## src/rtl/tt_sweep.sv

```systemverilog
// tt_sweep: truth-table characterizer for a combinational block under test.
// Walks dut_in through 0 .. 2^N_IN-1. Each index is held for SETTLE cycles
// and then sampled in one more cycle. The sampled dut_out bits are packed
// into truth_table, which is then compared with the expected table that was
// latched at start.
//
// Ports:
//   clk, rst_n     clock, async active-low reset
//   start, abort   sweep request (taken only in IDLE); synchronous abort (wins)
//   expected       reference table, latched on an accepted start
//   dut_in         drive vector to the module under test
//   dut_out        sampled response from the module under test
//   busy, done     sweep in progress; one-cycle completion pulse
//   truth_table    captured table, bit i = response at index i
//   tt_valid       table complete; cleared by start, abort or reset
//   match          truth_table == latched expected, while tt_valid is high
module tt_sweep #(
  parameter int N_IN   = 2,
  parameter int SETTLE = 3
) (
  input  logic                 clk,
  input  logic                 rst_n,
  input  logic                 start,
  input  logic                 abort,
  input  logic [(1<<N_IN)-1:0] expected,
  output logic [N_IN-1:0]      dut_in,
  input  logic                 dut_out,
  output logic                 busy,
  output logic                 done,
  output logic [(1<<N_IN)-1:0] truth_table,
  output logic                 tt_valid,
  output logic                 match
);
  localparam int            TW   = 1 << N_IN;
  localparam logic [N_IN:0] LAST = (N_IN+1)'(TW - 1);
  localparam logic [7:0]    SET8 = 8'(SETTLE);

  typedef enum logic [1:0] {S_IDLE, S_DRIVE, S_SAMPLE, S_DONE} state_t;

  state_t          state_q, state_d;
  logic [N_IN:0]   idx_q;   // one spare bit; the sweep stops at LAST, so it never wraps
  logic [7:0]      cnt_q;
  logic [TW-1:0]   exp_q;

  always_ff @(posedge clk or negedge rst_n) begin
    if (!rst_n) state_q <= S_IDLE;
    else        state_q <= state_d;
  end

  always_comb begin
    state_d = state_q;
    case (state_q)
      S_IDLE:   if (start) state_d = S_DRIVE;
      S_DRIVE:  if (cnt_q == 8'd1) state_d = S_SAMPLE;
      S_SAMPLE: state_d = (idx_q == LAST) ? S_DONE : S_DRIVE;
      S_DONE:   state_d = S_IDLE;
      default:  state_d = S_IDLE;
    endcase
    // abort overrides everything, including a start in the same IDLE cycle
    if (abort) state_d = S_IDLE;
  end

  always_ff @(posedge clk or negedge rst_n) begin
    if (!rst_n) begin
      idx_q       <= '0;
      cnt_q       <= '0;
      exp_q       <= '0;
      truth_table <= '0;
      tt_valid    <= 1'b0;
      match       <= 1'b0;
    end else if (abort) begin
      // partial table is left in place for inspection
      tt_valid <= 1'b0;
      match    <= 1'b0;
    end else begin
      case (state_q)
        S_IDLE: if (start) begin
          idx_q       <= '0;
          cnt_q       <= SET8;
          exp_q       <= expected;
          truth_table <= '0;
          tt_valid    <= 1'b0;
          match       <= 1'b0;
        end
        S_DRIVE: cnt_q <= cnt_q - 8'd1;
        S_SAMPLE: begin
          truth_table[idx_q[N_IN-1:0]] <= dut_out;
          if (idx_q != LAST) begin
            idx_q <= idx_q + (N_IN+1)'(1);
            cnt_q <= SET8;
          end
        end
        S_DONE: begin
          tt_valid <= 1'b1;
          match    <= (truth_table == exp_q);
        end
        default: ;
      endcase
    end
  end

  assign busy   = (state_q == S_DRIVE) || (state_q == S_SAMPLE);
  assign done   = (state_q == S_DONE);
  assign dut_in = busy ? idx_q[N_IN-1:0] : '0;
endmodule

```

## config.mk

```make
export PLATFORM = sky130hd
export DESIGN_NAME = tt_sweep
export DESIGN_NICKNAME = d
export VERILOG_FILES = /design/src/rtl/tt_sweep.sv
export SDC_FILE = /design/constraint.sdc
export NUM_CORES = 1
export LEC_CHECK = 0
export ABC_CLOCK_PERIOD_IN_PS = 2250
export CORE_MARGIN = 2
export CORE_UTILIZATION = 30
export DETAILED_ROUTE_END_ITERATION = 12
export PLACE_DENSITY_LB_ADDON = 0.2
export SLEW_MARGIN = 10
export SYNTH_ARGS = -nofsm -noshare
export SYNTH_HDL_FRONTEND = slang
export SYNTH_SLANG_ARGS = --single-unit
```

## constraint.sdc

```tcl
create_clock -name clk -period 2.25 [get_ports clk]
set_input_delay 0.5625 -clock clk [delete_from_list [all_inputs] [get_ports clk]]
set_output_delay 0.5625 -clock clk [all_outputs]
set_load 0.005 [all_outputs]
```

After elaboration in Yosys (flattened, before gate mapping)
Cells that the tools add are included.
Widths: inputs -> output; s select.

storage, ports and cells
  register bits = 23
  input port bits = 9

cells by class
  add/subtract/negate cells = 2
  $lt $le $gt $ge = 2
  eq/ne operators = 11
  multiplexer cells = 22
  bitwise logic cells = 1
  reduce and logical (&&, ||, !) cells = 12

operators with widths
  kind                 count
  $pmux 8 s3           1
  $mux 8               2
  $mux 2               5
  $eq 8x1->1 const B   1
  $pmux 2 s4           1
  $pmux 4 s2           1
  $reduce_and 4->1     2
  $sub 8x1->8 const B  1
  $mux 3               2
  $ne 3x3->1 const B   2
  $pmux 3 s2           1
  $reduce_and 3->1     2
  $reduce_bool 3->1    2
  $bwmux 4             1
  $eq 2x2->1 const B   2
  $eq 4x4->1           1
  $mux 1               4
  $mux 4               1
  $ne 2x2->1 const B   2
  $pmux 1 s2           2
  $reduce_and 2->1     2
  $add 3x1->3 const B  1
  $eq 3x2->1 const B   1
  $lt 2x3->1 const B   1
  other kinds (9)      9

Logic depth before layout (Yosys ltp)
  depth in word-level cells = 6
  depth in mapped cells = 7
  gate-level depth less buffers = 6

Worst setup path after synthesis
OpenSTA, ideal clock, no wires.

  path kind = flip-flop to flip-flop
  start = register state_q[0]
  end = register cnt_q[4]
  setup time = 122 ps
  data arrival time = 1,555 ps
  data required time = 2,128 ps
  path slack = 574 ps
  stages on the path, launching flop included = 8
  path buffers = 1
  period minus slack after synthesis = 1,676 ps
  cell sequence = dfrtp_1 inv_1 ha_1 nand2b_2 and3_1 buf_2 and2_4 a32o_1

between the ends
  longest elaborated chain between the ends = 3

RTL lines
  what                                                       RTL line  RTL
  from (decl)                                                40        state_t state_q, state_d;
  from (signal assigned)                                     47        else state_q <= state_d;
  $eq 2x2->1, or another cell as far along                   76        case (state_q)
  $ne 2x2->1 (no line) or $reduce_bool 3->1 (tied branches)  n/a
  $reduce_and 4->1 (no line)                                 n/a
  to (signal assigned)                                       85        S_DRIVE: cnt_q <= cnt_q - 8'd1;
  to (decl)                                                  42        logic [7:0] cnt_q;

Several ways; a longest one is shown, not always the timed one.
A chain may end at the register's enable or synchronous reset.

Final worst setup path
  start = register state_q[1]
  end = output port done

between the ends
  longest elaborated chain between the ends = 1

RTL lines
  what        RTL line  RTL
  $eq 2x2->1  103       assign done = (state_q == S_DONE);
  to (decl)   29        output logic done,

Every way passes these cells.

==> metrics.md <==
| Metric | Value |
|---|---|
| Status | `completed` |
| Vias in the first global route | `about 1,000` |
| Worst vdd ir | `0.435 mV` |
| Routed wire length per instance | `13.3 µm` |
| Grt total ovfl | `0` |
| Netlist cell types | `36` |
| Cts hold-fix bufs | `0` |
| Final non-filler cell total | `between 200 and 250` |
| Register area share after synthesis | `between 40% and 50%` |
| Synth-to-Final Area Change | `23.4%` |
| Worst slew pin tran | `0.470 ns` |
| Placer congestion estimate | `0.789` |
| Setup ws final | `0.0854 ns` |
| Iter 0 DRT Violations | `52` |
| Drt pass-1 iters | `4` |
| Total track usage | `11.7%` |
| Clk slew on worst S/H paths | `about 0.090 ns` |
| Tmin final | `about 2.2 ns` |
| PortBufs | `18` |
| Final Cycle Share | `96.2%` |
| Average size of a mapped cell | `approximately 10 µm²` |
| I/O pins | `19` |
| # clock sinks | `23` |
| Via Count | `slightly above 1,000` |
| Final core utilization | `around two fifths` |
| Most frequent cells in the layout | `23 x dfrtp_1, 18 x clkdlybuf4s50_1, 11 x nand2_1, 11 x ha_1, 10 x nor2_1` |
| Via-per-instance ratio | `roughly 4.9` |
| Routed WL | `around 2800 µm` |
| Cells after DPL | `205` |
| Largest net degree at the start of global routing | `24` |
| Row count | `24` |
| Setup TNS | `0 ns` |
| Htree depth | `1` |
| HPWL after DPL | `around 2200 µm` |
| Synthesis Warnings | `0` |
| Fmax | `0.462 GHz` |
| Ant. Diodes | `0` |
| Worst skew pair latency | `0.26 ns` |
| Final number of setup-violating endpoints | `0` |
| Synth Net Count | `between 150 and 200` |
| Core Footprint | `~0.0044 mm²` |
| Rel. slew slack | `between 60% and 70%` |
| CP Capture Type | `output pin` |
| Final hold violation count | `0` |
| Layout cells sized above 1 | `between 10 and 15%` |
| # DRC | `0` |
| CTS tree | `yes` |
| Worst Setup Path Type | `flip-flop to output pin` |
| Post-route ant nets | `0` |
| Filler cells | `~440` |
| Critical path required time | `approximately 1.7 ns` |
| Post-synthesis register bit count | `23` |
| Cells after Synth | `136` |
| Initial antenna violation count | `0` |
| Number of buffers created by CTS | `3` |
| Synthesized area | `approximately 0.0014 mm²` |
| Hold Slack | `0.531 ns` |
| Clock Skews | `0.00595 ns` |
| Starting Density | `a little under a third` |
| Leak | `approximately 0.00073 µW` |
| Hold Path Class | `flip-flop to flip-flop` |
| Die Y | `71.6 µm` |
| Startpoint Class | `flip-flop` |
| Max-Cap Viols | `0` |
| Root cell of the clock tree | `clkbuf_8` |
| CP max FO | `6` |
| DIE AREA | `approximately 0.0051 mm²` |
| Power per cell area | `around 910 mW/mm²` |
| Total Nets Final | `181` |
| Pre-CTS setup slack | `0.121 ns` |
| Clk buf depth | `2` |
| First-pass GRT wire length | `around 4700 µm` |
| WP data arrival | `1.60 ns` |
| Commonest non-fill, non-tap cell in the layout | `dfrtp_1` |
| Die Wd | `~72 µm` |
| Max Transition Viols Final | `0` |
-- path summary, 6_finish.rpt --
kind | slack (ns) | endpoint | cells past startpoint | startpoint
min | 0.53 | exp_q[1] | 1 | exp_q[1]
max | 0.09 | done | 3 | state_q[1]
min in group asynchronous | 0.65 | idx_q[2] | 2 | rst_n
max reg2reg | 0.43 | cnt_q[5] | 6 | idx_q[0]
max in group asynchronous | 1.36 | tt_valid | 2 | rst_n
min reg2reg | 0.53 | exp_q[1] | 1 | exp_q[1]
-- cell type report --
cell class	count	area [µm²]	area share, %
multi-input cells	101	761	45.0
well taps	52	65.1	3.85
inverters	9	33.8	2.00
clock buffers	3	41.3	2.44
clock inverters	1	5.00	0.296
repair buffers	22	210	12.4
flip-flops and latches	23	576	34.0
-- power breakdown --
part	leakage [µW]	internal [µW]	switching, µW
combinational	0.000409	345	324
clock	0.0000255	124	137
sequential	0.000300	512	90.0
-- metal layers --
| metal | track usage (%) | vias up | wire length (µm) |
|---|---|---|---|
| met2 | 17.5 | 24 | 1240 |
| met3 | 3.09 | 2 | 112 |
| met4 | 2.52 | 0 | 17 |
| met1 | 16.9 | 487 | 1440 |
| met5 | 0 | - | 0 |
| li1 | - | 523 | - |
-- state kept, by name, indices dropped and copies added, names as in the netlist --
| signal | flops |
|---|---|
| cnt_q | 8 |
| exp_q | 4 |
| idx_q | 3 |
| match | 1 |
| state_q | 2 |
| truth_table | 4 |
| tt_valid | 1 |
-- synthesized netlist by cell type --
master	count	area share [%]
dfrtp_1	23	42
ha_1	12	11
nand2_1	11	3.0
nor2_1	10	2.7
inv_1	9	2.5
mux2i_1	7	5.1
o21ai_0	6	2.2
nand3_1	5	1.8
nor3b_1	5	2.7
mux2_2	4	3.3
nor2b_1	4	1.8
a21oi_1	3	1.1
and2_1	3	1.4
nor3_1	3	1.1
xnor2_1	3	1.9
a21boi_0	2	1.1
a32o_1	2	1.5
buf_2	2	0.73
o211ai_1	2	1.1
o31ai_1	2	1.1
o41ai_1	2	1.3
or2_2	2	0.91
a221o_1	1	0.73
a31oi_1	1	0.46
and2_4	1	0.64
and3_1	1	0.46
clkbuf_1	1	0.27
nand2b_1	1	0.46
nand2b_2	1	0.64
nor4_4	1	1.6
nor4b_1	1	0.64
o21ai_1	1	0.36
o22ai_1	1	0.46
o311a_1	1	0.73
or4b_1	1	0.73
xor2_1	1	0.64
-- critical path, cell delays in order (launching register included) --
cell,delay [ns]
dfrtp_1,0.37
buf_4,0.14
ha_1,0.28
clkdlybuf4s50_1,0.55
-- logic make-up (layout without fill, tap and decap cells) --
group	Yosys count	in the layout	synth area share (%)
adder cells (fa/ha/maj)	12	12	10.9
buffers and inverters	12	35	3.47
flip-flops	23	23	42.0
XOR/XNOR	4	4	2.56
AO/OA/AOI/OAI	24	24	12.0
AND/OR/NAND/NOR	50	50	20.6
multiplexers	11	11	8.39
-- through the flow --
stage | power (µW) | area [µm²]
2_1_floorplan | 1030 | 1370
3_5_place_dp | 1240 | 1620
3_3_place_gp | 1220 | 1620
6_report | 1530 | 1690
5_1_grt | 1660 | 1690
4_1_cts | 1520 | 1680
-- repair_timing --
item / in CTS / in global routing
setup endpoints to repair: 2 / 2
resized for setup: 0 / 3
buffers inserted: 2 / 0
Note: power is estimated with default switching activity, not from simulation.
